--- config.mk ---
export PLATFORM = sky130hd
export DESIGN_NAME = kernel_feeder
export DESIGN_NICKNAME = d
export VERILOG_FILES = /design/src/rtl/kernel_pkg.sv /design/src/rtl/kernel_stim_gen.sv /design/src/rtl/kernel_feeder.sv
export SDC_FILE = /design/constraint.sdc
export NUM_CORES = 1
export LEC_CHECK = 0
export CAP_MARGIN = 25
export CORE_MARGIN = 2
export CORE_UTILIZATION = 52
export DETAILED_ROUTE_END_ITERATION = 16
export PLACE_DENSITY = 0.8
export SLEW_MARGIN = 20
export SYNTH_ARGS = -nofsm -noshare
export SYNTH_HDL_FRONTEND = slang
export SYNTH_SLANG_ARGS = --single-unit
--- constraint.sdc ---
create_clock -name clk -period 2.2 [get_ports clk]
set_clock_uncertainty 0.15 [all_clocks]
set_input_delay 0.55 -clock clk [delete_from_list [all_inputs] [get_ports clk]]
set_output_delay 0.55 -clock clk [all_outputs]
set_load 0.02 [all_outputs]
--- src/rtl/kernel_pkg.sv ---
// Shared constants and FSM state encoding for the kernel feeder and its word generator.
package kernel_pkg;

    localparam int DATA_W    = 16;
    localparam int FRAME_LEN = 1026;
    localparam int CNT_W     = 11;
    localparam int TIMEOUT   = 64;
    localparam int GAP_LEN   = 2;

    typedef enum logic [1:0] {
        ST_IDLE = 2'd0,
        ST_SEND = 2'd1,
        ST_WAIT = 2'd2,
        ST_GAP  = 2'd3
    } feed_state_t;

endpackage

--- src/rtl/kernel_stim_gen.sv ---
// Loadable incrementing word generator: word shows seed the cycle after load, then +1 per step.
// One cycle load/step latency; no backpressure (the kernel input port is valid-only).
module kernel_stim_gen #(
    parameter int DATA_W = 16
) (
    input  logic              clk,
    input  logic              rst_n,
    input  logic              load,
    input  logic [DATA_W-1:0] seed,
    input  logic              step,
    output logic [DATA_W-1:0] word
);

    always_ff @(posedge clk or negedge rst_n) begin
        if (!rst_n) begin
            word <= '0;
        end else if (load) begin
            word <= seed;
        end else if (step) begin
            // Natural wrap at 2**DATA_W is intended.
            word <= word + DATA_W'(1);
        end
    end

endmodule

--- src/rtl/kernel_feeder.sv ---
// Drives one unbroken valid-only frame into the kernel, then captures/checks its result or times out.
// First word one cycle after start; no backpressure, valid held through WAIT so the kernel count never restarts.
module kernel_feeder #(
    parameter int DATA_W    = kernel_pkg::DATA_W,
    parameter int FRAME_LEN = kernel_pkg::FRAME_LEN,
    parameter int CNT_W     = kernel_pkg::CNT_W,
    parameter int TIMEOUT   = kernel_pkg::TIMEOUT,
    parameter int GAP_LEN   = kernel_pkg::GAP_LEN
) (
    input  logic              clk,
    input  logic              rst_n,
    input  logic              start,
    input  logic [DATA_W-1:0] seed,
    output logic [DATA_W-1:0] k_in_data,
    output logic              k_in_valid,
    input  logic [DATA_W-1:0] k_out_data,
    input  logic              k_out_valid,
    output logic              busy,
    output logic              done,
    output logic [DATA_W-1:0] result,
    output logic              match,
    output logic              timeout
);

    import kernel_pkg::*;

    localparam int WAIT_W = $clog2(TIMEOUT + 1);
    localparam int GAP_W  = $clog2(GAP_LEN + 1);

    localparam logic [CNT_W-1:0]  LAST_BEAT = CNT_W'(FRAME_LEN - 1);
    localparam logic [WAIT_W-1:0] LAST_WAIT = WAIT_W'(TIMEOUT - 1);
    localparam logic [GAP_W-1:0]  LAST_GAP  = GAP_W'(GAP_LEN - 1);

    feed_state_t       state, state_nxt;
    logic [CNT_W-1:0]  beat_cnt, beat_cnt_nxt;
    logic [WAIT_W-1:0] wait_cnt, wait_cnt_nxt;
    logic [GAP_W-1:0]  gap_cnt, gap_cnt_nxt;
    logic [DATA_W-1:0] seed_q;
    logic              gen_load;
    logic              gen_step;
    logic              capture;
    logic              expire;

    kernel_stim_gen #(
        .DATA_W(DATA_W)
    ) u_stim_gen (
        .clk  (clk),
        .rst_n(rst_n),
        .load (gen_load),
        .seed (seed),
        .step (gen_step),
        .word (k_in_data)
    );

    always_comb begin
        state_nxt    = state;
        beat_cnt_nxt = beat_cnt;
        wait_cnt_nxt = wait_cnt;
        gap_cnt_nxt  = gap_cnt;
        gen_load     = 1'b0;
        gen_step     = 1'b0;
        capture      = 1'b0;
        expire       = 1'b0;

        case (state)
            ST_IDLE: begin
                if (start) begin
                    gen_load     = 1'b1;
                    beat_cnt_nxt = '0;
                    wait_cnt_nxt = '0;
                    gap_cnt_nxt  = '0;
                    state_nxt    = ST_SEND;
                end
            end
            ST_SEND: begin
                if (k_out_valid) begin
                    capture   = 1'b1;
                    state_nxt = ST_GAP;
                end else if (beat_cnt == LAST_BEAT) begin
                    // Last word stays on the bus through WAIT.
                    state_nxt = ST_WAIT;
                end else begin
                    gen_step     = 1'b1;
                    beat_cnt_nxt = beat_cnt + CNT_W'(1);
                end
            end
            ST_WAIT: begin
                // A result arriving on the final wait cycle beats the timeout.
                if (k_out_valid) begin
                    capture   = 1'b1;
                    state_nxt = ST_GAP;
                end else if (wait_cnt == LAST_WAIT) begin
                    expire    = 1'b1;
                    state_nxt = ST_GAP;
                end else begin
                    wait_cnt_nxt = wait_cnt + WAIT_W'(1);
                end
            end
            ST_GAP: begin
                if (gap_cnt == LAST_GAP) begin
                    state_nxt = ST_IDLE;
                end else begin
                    gap_cnt_nxt = gap_cnt + GAP_W'(1);
                end
            end
            default: begin
                state_nxt = ST_IDLE;
            end
        endcase
    end

    always_ff @(posedge clk or negedge rst_n) begin
        if (!rst_n) begin
            state      <= ST_IDLE;
            beat_cnt   <= '0;
            wait_cnt   <= '0;
            gap_cnt    <= '0;
            seed_q     <= '0;
            k_in_valid <= 1'b0;
            busy       <= 1'b0;
            done       <= 1'b0;
            result     <= '0;
            match      <= 1'b0;
            timeout    <= 1'b0;
        end else begin
            state      <= state_nxt;
            beat_cnt   <= beat_cnt_nxt;
            wait_cnt   <= wait_cnt_nxt;
            gap_cnt    <= gap_cnt_nxt;
            k_in_valid <= (state_nxt == ST_SEND) || (state_nxt == ST_WAIT);
            busy       <= (state_nxt != ST_IDLE);
            done       <= capture || expire;
            if (gen_load) begin
                seed_q  <= seed;
                result  <= '0;
                match   <= 1'b0;
                timeout <= 1'b0;
            end
            if (capture) begin
                result <= k_out_data;
                match  <= (k_out_data == seed_q);
            end
            if (expire) begin
                timeout <= 1'b1;
            end
        end
    end

endmodule

; ---- Yosys cells after proc, flatten, opt, wreduce, memory -nomap -nowiden
; Cells that the tools add are included.
[totals]
in_bits = 36
elab_cells = 80
ff_bits = 75
latchBits = 0
ram_bits = 0
mem_count = 0
out_inout_bits = 37
mem_bits_ro = 0
[op_classes]
n_bitwise = 0
n_eq_ne = 15
order_cmp = 0
muxes = 35
add_sub_neg = 4
div_mod_pow = 0
n_mul = 0
n_shift = 0
n_reduce_logical = 14
[ops]
columns = cell, count
row1 = $mux 16, 4
row2 = $mux 11, 3
row3 = $pmux 11 s2, 1
row4 = $mux 7, 3
row5 = $add 16x1->16 const B, 1
row6 = $eq 16x16->1, 1
row7 = $mux 2, 8
row8 = $pmux 7 s2, 1
row9 = $reduce_bool 2->1, 7
row10 = $mux 1, 13
row11 = $ne 2x2->1 const B, 6
row12 = $add 11x1->11 const B, 1
row13 = $eq 11x11->1 const B, 1
row14 = $pmux 2 s4, 1
row15 = $reduce_and 4->1, 2
row16 = $add 7x1->7 const B, 1
row17 = $eq 7x6->1 const B, 1
row18 = $eq 2x1->1 const B, 3
row19 = $eq 2x2->1 const B, 3
row20 = $pmux 2 s2, 1
row21 = $reduce_and 3->1, 1
row22 = $add 2x1->2 const B, 1
row23 = $logic_not 2->1, 1
row24 = $logic_or 1x1->1, 2
row25 = $reduce_or 2->1, 1

; ---- Longest topological paths before layout
[depth]
ltp_word = 6
ltp_mapped = 9
mapped_depth_nobuf = 8

; ---- Cells and area by module
; From an unflattened synthesis, not the netlist that was laid out.
[hier_totals]
cells_unflattened = 371
hier_area_um2 = 3878.7
[modules_own_cells]
columns = module, cells_each, seq_area_each_um2, area_per_inst_um2, instances
row1 = kernel_feeder, 272, 1476.4, 2935.3, 1
row2 = kernel_stim_gen, 99, 400.4, 943.4, 1

; ---- Worst setup path before layout
; No wires, ideal clock.
[synth_timing]
path_kind = flip-flop to flip-flop
start = reg beat_cnt[1]
end = reg k_in_valid
path_buffers = 1
required_ps = 1924
synth_period_minus_slack_ps = 2044
stages_incl_launch_ff = 9
arrival_time_ps = 1768
setup_time_ps = 126
path_slack_ps = 156
path_cell_list = dfrtp_1 > inv_1 > ha_1 > nor4b_2 > and3_4 > buf_6 > o21a_1 > o21ai_0 > ha_1
[synth_between]
elab_chain_cells = 6
elab_cells_between_ends = 7
classes_between = eq/ne (3) / mux (3) / reduce/logical (1)
[synth_rtl]
columns = item, line
row1 = start: declaration, kernel_feeder.sv:35  ; logic [CNT_W-1:0] beat_cnt, beat_cnt_nxt;
row2 = start signal: assignment, kernel_feeder.sv:127  ; beat_cnt <= beat_cnt_nxt;
row3 = $eq 11x11->1 (*), kernel_feeder.sv:79  ; end else if (beat_cnt == LAST_BEAT) begin
row4 = $mux 2 (*), kernel_feeder.sv:79
row5 = $mux 2 (*), kernel_feeder.sv:76  ; if (k_out_valid) begin
row6 = $pmux 2 s4 (*), kernel_feeder.sv:65  ; case (state)
row7 = $eq 2x1->1 / $eq 2x2->1 (equally long branches), kernel_feeder.sv:130  ; k_in_valid <= (state_nxt == ST_SEND) || (state_nxt == ST_WAIT);
row8 = $logic_or 1x1->1 (*), kernel_feeder.sv:130
row9 = end signal: assignment, kernel_feeder.sv:130
row10 = end: declaration, kernel_feeder.sv:15  ; output logic k_in_valid,
; Every way passes the cells marked *; elsewhere a longest branch is shown, timed or not.
; A chain may end at the register's enable or synchronous reset.

; ---- Worst setup path after layout
[layout_timing]
start = reg u_stim_gen.word[0]
end = out k_in_data[0]
[layout_rtl]
columns = item, line
row1 = start: declaration, kernel_stim_gen.sv:11  ; output logic [DATA_W-1:0] word
row2 = start signal: assignment, kernel_stim_gen.sv:21  ; word <= word + DATA_W'(1);
row3 = end: declaration, kernel_feeder.sv:14  ; output logic [DATA_W-1:0] k_in_data,
; No word-level cell between the ends.

==> reports/qor.yml <==
outcome:
  status: "complete, no violations"
logic_synthesis:
  yosys.area.top_type: "dfrtp_1"
  synth_nets: 452
  synth_edf_count: 0
  yosysSeqAreaShare_pct: 48.4
  async_flop_share_pct: 100
  synth_cells: 406
  synth_commonest_cells: "75 x dfrtp_1, 71 x nand2_1, 22 x nor2_1"
  synth_area_sq_um: 3880
  yosysWarningCount: 0
  synth_area_per_cell_sq_um: 9.55
  synth.most_common_cell: "dfrtp_1"
  synth.top_cell.area_share_pct: 48.4
  yosysUniqueCellTypes: 51
  ys_seq_elements: 75
  ys.flop_type: "dfrtp_1"
  synth_area_leaders: "dfrtp_1 48%, nand2_1 6.9%, a22o_1 3.6%"
floorplanning:
  io_pins: 73
  die_x_microns: 90.4
  start_util_pct: 53.5
  num_rows: 31
  die_y_microns: 90.4
  core_area_sq_um: 7250
  dieArea_sq_um: 8160
clocking:
  clkLatencyLatePin_ps: 360
  cts_num_sinks: 75
  path_clk_slew_ps: 80
  root_buffer: "clkbuf_8"
  cts_buffers: 9
  cts_tree: "done"
  htreeDepth: 3
  clockBufferDepth: 2
cells_and_area:
  drive_gt1_share_pct: 11.5
  postLayoutCellArea_sq_um: 5130
  nets: 545
  instances_no_fill: 603
  area_growth_pct: 32.4
  diodes: 0
  fin_util_pct: 70.8
sta:
  rsz0062_at_grt: "yes"
  worst_slew_pin_slew_ps: 581
  max_slew_margin_pct: 61.1
  hold_viol: 0
  finalMaxSlewViolations: 0
  post-route-period-util_pct: 98.4
  postLayoutSetupSlackWorst_ps: 35.6
  max_freq_ghz: 0.462
  finalSetupViolCount: 0
  timing.setup.tns_ps: 0
  period_needed_ps: 2160
worst_setup_path:
  path_class: "reg -> out"
  critPathMaxStageDelay_ps: 660
  critPathTopFamily: "buffers and inverters"
  worst-endpoint-required_ps: 1500
  endpoint_kind: "output pin"
  critPathBufInv: 1
  reg2reg_setup_slack_ps: 50
  crit_fanout: 5
  crit_slowest_cell: "clkdlybuf4s50_1"
  crit_arrival_ps: 1460
  path_cells: "clkdlybuf4s50_1"
  worstSetupStartpointType: "register"
global_route:
  grt_max_degree: 76
  antenna_found_initial: 0
  grt_pass1_wl_mm: 16.4
  first_global_vias: 3489
  grt_use_total_pct: 24.6
  overflow: 0
min_path:
  hp-class: "in -> async"
routing:
  wirelength_mm: 9.60
  vias: 3493
  drtIter0Drc: 231
  drt-pass1-iter-count: 4
  viasPerCell: 5.79
  wl_per_cell_microns: 15.9
  drc_errors: 0
  ant_nets: 0
power_and_ir_drop:
  internal_power_w: 0.00407
  peakVddDrop_v: 0.000909
  switching_share_pct: 39.8
  clkPwrFrac_pct: 18.2
  power_density_nw_per_um2: 1320
  p_seq_share_pct: 34.0
  switching_power_w: 0.00269
  p_leak_nw: 2.26
  power_frac_comb_pct: 47.7
place:
  hpwl_mm: 6.91
  gp_congestion: 0.869
  placed_area_sq_um: 4880
  dp_worst_setup_slack_ps: -128
  place_inst: 585
  portBuffers: 72
flow_run:
  cap_viol_max_count: 0
==> sequential cells by signal, indices dropped and copies added, names as in the netlist <==
name,count
u_stim_gen.word,16
state,2
timeout,1
seed_q,16
match,1
result,16
k_in_valid,1
busy,1
gap_cnt,2
beat_cnt,11
wait_cnt,7
done,1
==> placed cells by master (no fill, tap or decap), types with 3 or more instances in the layout <==
cell,n
ha_1,9
nor3_1,4
or4_1,7
buf_4,27
nand2_1,71
clkdlybuf4s50_1,68
nor4_1,8
clkbuf_8,10
mux2i_1,4
nand3_1,20
a21oi_1,5
nand2b_1,3
inv_1,11
xor2_1,15
a31oi_1,12
nand4_1,8
or4b_1,3
and2_1,9
dfrtp_1,75
buf_12,3
and4_1,3
xnor2_1,4
a31o_2,4
a22o_1,16
o21a_1,3
and3_1,4
o21ai_0,20
nor2_1,22
o211ai_1,3
o31ai_1,15
==> power groups by stage <==
stage / combinational [W] / sequential, W / clock [W]
3_3_place_gp: 0.00307 / 0.00229 / 0
6_report: 0.00323 / 0.00230 / 0.00123
5_1_grt: 0.00352 / 0.00237 / 0.00130
3_5_place_dp: 0.00318 / 0.00231 / 0
4_1_cts: 0.00320 / 0.00230 / 0.00123
2_1_floorplan: 0.00153 / 0.00259 / 0
==> worst register-to-register path, stage by stage (launching register included) <==
cell	delay (ps)
dfrtp_1	380
inv_1	80
ha_1	150
nor4b_2	340
nand3_1	140
o311ai_1	350
o311a_1	240
ha_1	230
==> metrics by stage <==
step	hold slack [ps]	total power, W
after detailed placement	324	0.00549
after global placement	311	0.00536
final	58.9	0.00676
after global routing	110	0.00719
after CTS	88.2	0.00673
after floorplan	104	0.00412
==> what timing repair did <==
action	4_1_cts	5_1_grt
hold buffers	0	0
pin swaps	0	1
resized for setup	1	3
endpoints found under the setup margin	1	26
setup buffers	0	2
==> cell type report <==
cell class,count,area (sq um)
clock buffers,10,138
clock inverters,6,95.1
fillers,548,2120
inverters,11,41.3
multi-input cells,300,1880
flip-flops and latches,75,1880
well taps,99,124
repair buffers,102,982
==> kinds of logic after synthesis <==
group / Yosys count / share of synthesized area (%)
XOR/XNOR: 19 / 4.29
flip-flops: 75 / 48.4
adder cells (fa/ha/maj): 10 / 3.23
buffers and inverters: 31 / 3.45
multiplexers: 4 / 1.03
AND/OR/NAND/NOR: 172 / 22.4
AO/OA/AOI/OAI: 95 / 17.2
==> final timing paths <==
path | start | cells after the start | to
worst max-delay path | u_stim_gen.word[0] | 1 | k_in_data[0]
worst min-delay path | rst_n | 2 | result[5]
worst max register to register | beat_cnt[1] | 7 | k_in_valid
worst min register to register | beat_cnt[10] | 1 | beat_cnt[10]
max in group asynchronous | rst_n | 2 | wait_cnt[6]
min in group clk | beat_cnt[10] | 1 | beat_cnt[10]
==> per-layer routing <==
metal	vias to the layer above	wire length [microns]	track usage (%)	part of all wire (%)
met5	-	0	0	0
met4	0	235	11.4	2.4
met3	22	540	4.59	5.6
met2	111	4560	40.1	48
met1	1691	4270	31.9	44
li1	1669	-	-	-
No activity file was read; power rests on OpenSTA's default activity.
